===== src/rtl/ntt_stream_ctrl.sv =====
// rtl/ntt_stream_ctrl.sv - NTT/INTT pipeline sequencer: input handshake, stage fifo_en windows, done pulse.
// Optional abort input enabled by NTT_CTRL_ABORT_EN.
module ntt_stream_ctrl #(
  parameter int NTT_STAGE_CNT = 7,
  parameter int MUL_STAGE_CNT = 4,
  parameter int N             = 256
) (
  input  logic clk,
  input  logic rst,
  input  logic start,
  input  logic mode,
  input  logic in_valid,
`ifdef NTT_CTRL_ABORT_EN
  input  logic abort,
`endif
  output logic in_ready,
  output logic fifo_en [NTT_STAGE_CNT],
  output logic out_valid,
  output logic busy,
  output logic mode_q,
  output logic done,
  output logic err
);

  localparam int BEATS = N / 2;

  function automatic int lat_f(input int i, input logic m);
    return MUL_STAGE_CNT + (m ? (1 << i) : (1 << (NTT_STAGE_CNT - 1 - i)));
  endfunction

  function automatic int start_f(input int i, input logic m);
    int s;
    s = 0;
    for (int j = 0; j < i; j++) s += lat_f(j, m);
    return s;
  endfunction

  // Total latency is mode independent: both modes sum the same set of powers of two.
  localparam int T  = BEATS + start_f(NTT_STAGE_CNT, 1'b0);
  localparam int CW = $clog2(T + 1);

  localparam logic [CW-1:0] K_FEED_LAST  = CW'(BEATS - 1);
  localparam logic [CW-1:0] K_DRAIN_LAST = CW'(T - 1);
  localparam logic [CW-1:0] K_OUT_FIRST  = CW'(T - BEATS);
  localparam logic [CW-1:0] K_DONE       = CW'(T);

  typedef enum logic [2:0] {
    S_IDLE,
    S_WAIT_IN,
    S_FEED,
    S_DRAIN,
    S_DONE
  } state_t;

  state_t          state_q, state_d;
  logic [CW-1:0]   cnt_q, cnt_d;
  logic            mode_d, err_d;
  logic            abort_hit;
  logic            live;

`ifdef NTT_CTRL_ABORT_EN
  assign abort_hit = abort && (state_q != S_IDLE);
`else
  assign abort_hit = 1'b0;
`endif

  always_ff @(posedge clk) begin
    if (rst) begin
      state_q <= S_IDLE;
      cnt_q   <= '0;
      mode_q  <= 1'b0;
      err     <= 1'b0;
    end else begin
      state_q <= state_d;
      cnt_q   <= cnt_d;
      mode_q  <= mode_d;
      err     <= err_d;
    end
  end

  always_comb begin
    state_d = state_q;
    cnt_d   = cnt_q;
    mode_d  = mode_q;
    err_d   = err;
    unique case (state_q)
      S_IDLE: begin
        if (start) begin
          state_d = S_WAIT_IN;
          mode_d  = mode;
          err_d   = 1'b0;
        end
      end
      S_WAIT_IN: begin
        if (in_valid) begin
          state_d = (BEATS == 1) ? S_DRAIN : S_FEED;
          cnt_d   = CW'(1);
        end
      end
      S_FEED: begin
        // Pipeline cannot stall: a missing beat is only recorded, timing carries on.
        if (!in_valid) err_d = 1'b1;
        cnt_d = cnt_q + 1'b1;
        if (cnt_q == K_FEED_LAST) state_d = S_DRAIN;
      end
      S_DRAIN: begin
        cnt_d = cnt_q + 1'b1;
        if (cnt_q == K_DRAIN_LAST) state_d = S_DONE;
      end
      S_DONE: begin
        state_d = S_IDLE;
        cnt_d   = '0;
      end
      default: begin
        state_d = S_IDLE;
        cnt_d   = '0;
      end
    endcase
    if (abort_hit) begin
      state_d = S_IDLE;
      cnt_d   = '0;
    end
  end

  assign busy      = (state_q != S_IDLE);
  assign done      = (state_q == S_DONE);
  assign in_ready  = (state_q == S_WAIT_IN) || (state_q == S_FEED);
  assign live      = (state_q == S_FEED) || (state_q == S_DRAIN);
  assign out_valid = live && (cnt_q >= K_OUT_FIRST) && (cnt_q < K_DONE);

  for (genvar g = 0; g < NTT_STAGE_CNT; g++) begin : g_stage
    localparam logic [CW-1:0] NTT_LO   = CW'(start_f(g, 1'b0));
    localparam logic [CW-1:0] NTT_SPAN = CW'(BEATS + lat_f(g, 1'b0));
    localparam logic [CW-1:0] INT_LO   = CW'(start_f(g, 1'b1));
    localparam logic [CW-1:0] INT_SPAN = CW'(BEATS + lat_f(g, 1'b1));

    logic [CW-1:0] off;
    logic          in_win;

    // Unsigned offset wraps far above any span when cnt is below the window start.
    assign off    = mode_q ? (cnt_q - INT_LO) : (cnt_q - NTT_LO);
    assign in_win = off < (mode_q ? INT_SPAN : NTT_SPAN);

    if (g == 0) begin : g_first
      assign fifo_en[g] = (live && in_win) || ((state_q == S_WAIT_IN) && in_valid);
    end else begin : g_rest
      assign fifo_en[g] = live && in_win;
    end
  end

endmodule


===== config.mk =====
export PLATFORM = sky130hd
export DESIGN_NAME = ntt_stream_ctrl
export DESIGN_NICKNAME = d
export VERILOG_FILES = /design/src/rtl/ntt_stream_ctrl.sv
export SDC_FILE = /design/constraint.sdc
export NUM_CORES = 1
export LEC_CHECK = 0
export ABC_AREA = 1
export ABC_CLOCK_PERIOD_IN_PS = 3900
export CAP_MARGIN = 20
export CORE_AREA = 8 8 103 87
export DETAILED_ROUTE_END_ITERATION = 10
export DIE_AREA = 0 0 111 95
export PLACE_DENSITY = 0.59
export SYNTH_ARGS = -nofsm -noshare
export SYNTH_HDL_FRONTEND = slang
export SYNTH_SLANG_ARGS = --single-unit

===== constraint.sdc =====
create_clock -name clk -period 3.9 [get_ports clk]
set_input_delay 1.17 -clock clk [delete_from_list [all_inputs] [get_ports clk]]
set_output_delay 1.17 -clock clk [all_outputs]
set_load 0.01 [all_outputs]

==> summary.txt <==
Routing
  – Final routed wirelength across all metal layers: 8.03 mm
  – Number of DRC violations after detailed-routing iteration 0: 219
  – DRC: 0
  – Via-per-instance ratio: 5.39
  – Wire length per cell after detailed routing: 15.3 microns
  – Number of nets with antenna violations after routing: 0
  – Routed vias: 2834
  – Number of iterations in the first detailed-routing pass: 4

Clock network
  – Total CTS buffers: 3
  – CTS tree: built
  – Maximum level of the CTS H-tree: 1
  – CTS clk-pin slew, worst paths: 0.05 ns
  – Clk root buf: sky130_fd_sc_hd__clkbuf_8
  – Max clock buf depth: 2
  – CTS sink cnt: 14
  – Source-to-sink clock delay at the later pin of the worst-skew pair: 0.24 ns

Floorplan
  – # IOs: 18
  – Die H: 95 microns
  – Total Die Area: 10500 sq um
  – Core Footprint: 7180 sq um
  – Overall die width: 111 microns
  – Number of placement rows: 28
  – Initial Utilization: 34.4%

Critical path
  – Arrival time reported for the critical path endpoint: 2.55 ns
  – Crit path launch type: flip-flop
  – Critical Path RT: 2.73 ns
  – Kind of end point of the critical path: output pin
  – Worst setup path category: reg -> out
  – Critical path peak fanout: 5

Finish
  – Fin nets: 472
  – Sequential cell area: 285 sq um
  – Cell Count, Final, Fillers Out: 526
  – Antenna diode count: 0
  – Share of layout cells above drive strength 1: 12.4%
  – Growth of design area from synthesis to finish: 14.4%
  – Area of the multi-input gates: 1960 sq um
  – Filler Cell Count: 808

STA
  – Unrepaired setup endpoints after global routing: true
  – Number of pins exceeding their max-slew limit in the final report: 0
  – Max-slew headroom at the worst pin: 61.3%
  – Slew at the pin with the worst max-slew slack: 0.577 ns
  – Final worst path period need: 3.72 ns
  – Fmax: 269 MHz
  – Setup-violating endpoint count in the final report: 0
  – Post-Route Skew: 0.00332 ns
  – Final hold vios: 0
  – Minimum hold slack: 0.472 ns
  – Final period utilization: 95.5%
  – Post-layout worst setup margin: 0.176 ns

Yosys
  – Distinct cells, synth: 38
  – Share of Yosys cell area claimed by the top area cell type: 18.8%
  – Top flip-flop cell by instance count after synthesis: sky130_fd_sc_hd__dfxtp_1
  – Synthesized area: 2470 sq um
  – Mean instance size in the synthesized netlist: 5.88 sq um
  – Most frequent cells after synthesis: sky130_fd_sc_hd__nand2_1 (124), sky130_fd_sc_hd__nand3_1 (50), sky130_fd_sc_hd__ha_1 (29), sky130_fd_sc_hd__inv_1 (29)
  – Yosys top cell by area: sky130_fd_sc_hd__nand2_1
  – Total nets after synthesis: 454
  – Most area-consuming cells after synthesis: sky130_fd_sc_hd__nand2_1 (19%), sky130_fd_sc_hd__ha_1 (15%), sky130_fd_sc_hd__dfxtp_1 (11%)
  – Warnings, synthesis: 0
  – Flop and latch count out of synthesis: 14
  – Post-synth ARST share: 0%
  – Synthesized netlist cell count: 420
  – Portion of the post-synthesis area used by sequential elements: 11.3%
  – Most frequent cell after synthesis: sky130_fd_sc_hd__nand2_1
  – Post-synth EDFFs: 0

Worst hold path
  – Kind of path behind the tightest hold check: reg -> reg

Power
  – Worst IR Drop VDD: 0.318 mV
  – Ratio of total power to cell area: 636 nW/um^2
  – Leakage power of the design: 1.41 nW

Global route
  – Sum of overflow across all layers after global routing: 0
  – Maximum number of pins on one net before global-route repair: 41
  – First-pass GRT wire length: 13.4 mm
  – GRT Total Usage: 15.2%
  – Number of antenna violations at the first check in global routing: 0
  – Via count of the first global-routing pass: 2656

Job
  – Max-capacitance violation count: 0

Placed design
  – Number of I/O port buffers: 17
  – Post-Place Worst Slack: 0.275 ns
  – Final HPWL from detailed placement: 6.29 mm
  – Final weighted congestion of routability-driven global placement: 0.941
  – Number of placed instances, taps included: 523

Outcome
  – Run status: completed
placed cells by master, fill, tap and decap left out, drive strengths merged:
cell / Yosys / routed
inv: 36 / 37
clkdlybuf4s50: 0 / 14
ha: 29 / 29
a22oi: 1 / 1
and3: 1 / 1
a211oi: 4 / 4
dlymetal6s2s: 0 / 3
nor3: 7 / 7
o211ai: 2 / 2
dfxtp: 14 / 14
or2: 2 / 2
buf: 15 / 13
o21bai: 1 / 1
o21ai: 32 / 32
xor2: 13 / 13
nand3: 51 / 51
nor3b: 1 / 1
nand2: 132 / 132
o21a: 1 / 1
o2111ai: 1 / 1
nand4: 9 / 9
xnor2: 1 / 1
nor2: 32 / 32
a31oi: 2 / 2
nor4: 1 / 1
a21oi: 29 / 29
clkbuf: 2 / 3
repair_timing:
action                     CTS  global route
setup buffers                0             0
gates resized for setup      0            15
setup endpoints to repair    0             6
hold buffers                 0             0
state kept, by name (all words and copies together) (netlist names):
| register | flops |
|---|---|
| state_q | 3 |
| err | 1 |
| mode_q | 1 |
| cnt_q | 9 |
power by group:
| part | internal (mW) | switching, mW |
|---|---|---|
| combinational | 0.516 | 0.925 |
| clock | 0.0680 | 0.0444 |
| sequential | 0.188 | 0.0580 |
final timing paths:
kind | start | end | slack (ns) | cells past startpoint
min | err$_SDFFE_PP0P_ | err$_SDFFE_PP0P_ | 0.47 | 2
max reg2reg | cnt_q[4]$_SDFFE_PP0P_ | state_q[0]$_SDFFE_PP0P_ | 2.12 | 7
max | cnt_q[3]$_SDFFE_PP0P_ | fifo_en[2] | 0.18 | 11
min reg2reg | err$_SDFFE_PP0P_ | err$_SDFFE_PP0P_ | 0.47 | 2
cells by family (layout without fill, tap and decap cells):
kind of cell               after synthesis  in the layout  synth area share, %
AOI/OAI and AO/OA                       73             73                 16.3
xor gates and xnor gates                14             14                 4.96
buffers and inverters                   54             70                 10.4
DFF                                     14             14                 11.3
and+or+nand+nor                        236            236                 42.3
adders and majority gates               29             29                 14.7
per-stage QoR:
step	setup TNS, ns	instance area (sq um)	total power, mW	util [%]
CTS	0	2790	1.77	38.9
global route	-0.00556	2830	1.99	39.4
floorplan	0	2470	1.29	-
finish	0	2830	1.80	39.4
detailed placement	0	2750	1.65	38.3
global placement	0	2750	1.65	38.3
metal layers:
| layer | share of wire [%] | vias up | global-route usage (%) |
|---|---|---|---|
| met3 | 5.9 | 4 | 1.84 |
| met2 | 44 | 89 | 24.7 |
| met1 | 49 | 1311 | 21.0 |
| met5 | 0 | - | 0 |
| li1 | - | 1430 | - |
| met4 | 0.74 | 0 | 3.48 |
area by class of cell:
cell class,instances,area share (%)
clock buffers,3,1.46
multi-input cells,352,69.2
repair buffers,30,10.2
flip-flops and latches,14,10.1
well taps,90,3.98
inverters,37,5.09
critical path, stage by stage (launching register included):
cell	delay, ns
sky130_fd_sc_hd__dfxtp_2	0.38
sky130_fd_sc_hd__ha_2	0.27
sky130_fd_sc_hd__nand2_1	0.13
sky130_fd_sc_hd__xor2_1	0.21
sky130_fd_sc_hd__a21oi_1	0.11
sky130_fd_sc_hd__ha_1	0.18
sky130_fd_sc_hd__inv_1	0.05
sky130_fd_sc_hd__nand2_1	0.05
sky130_fd_sc_hd__nor2_1	0.10
sky130_fd_sc_hd__nand3_1	0.11
sky130_fd_sc_hd__a21oi_1	0.15
sky130_fd_sc_hd__clkdlybuf4s50_1	0.55
Power figures use the tool's default switching activity.
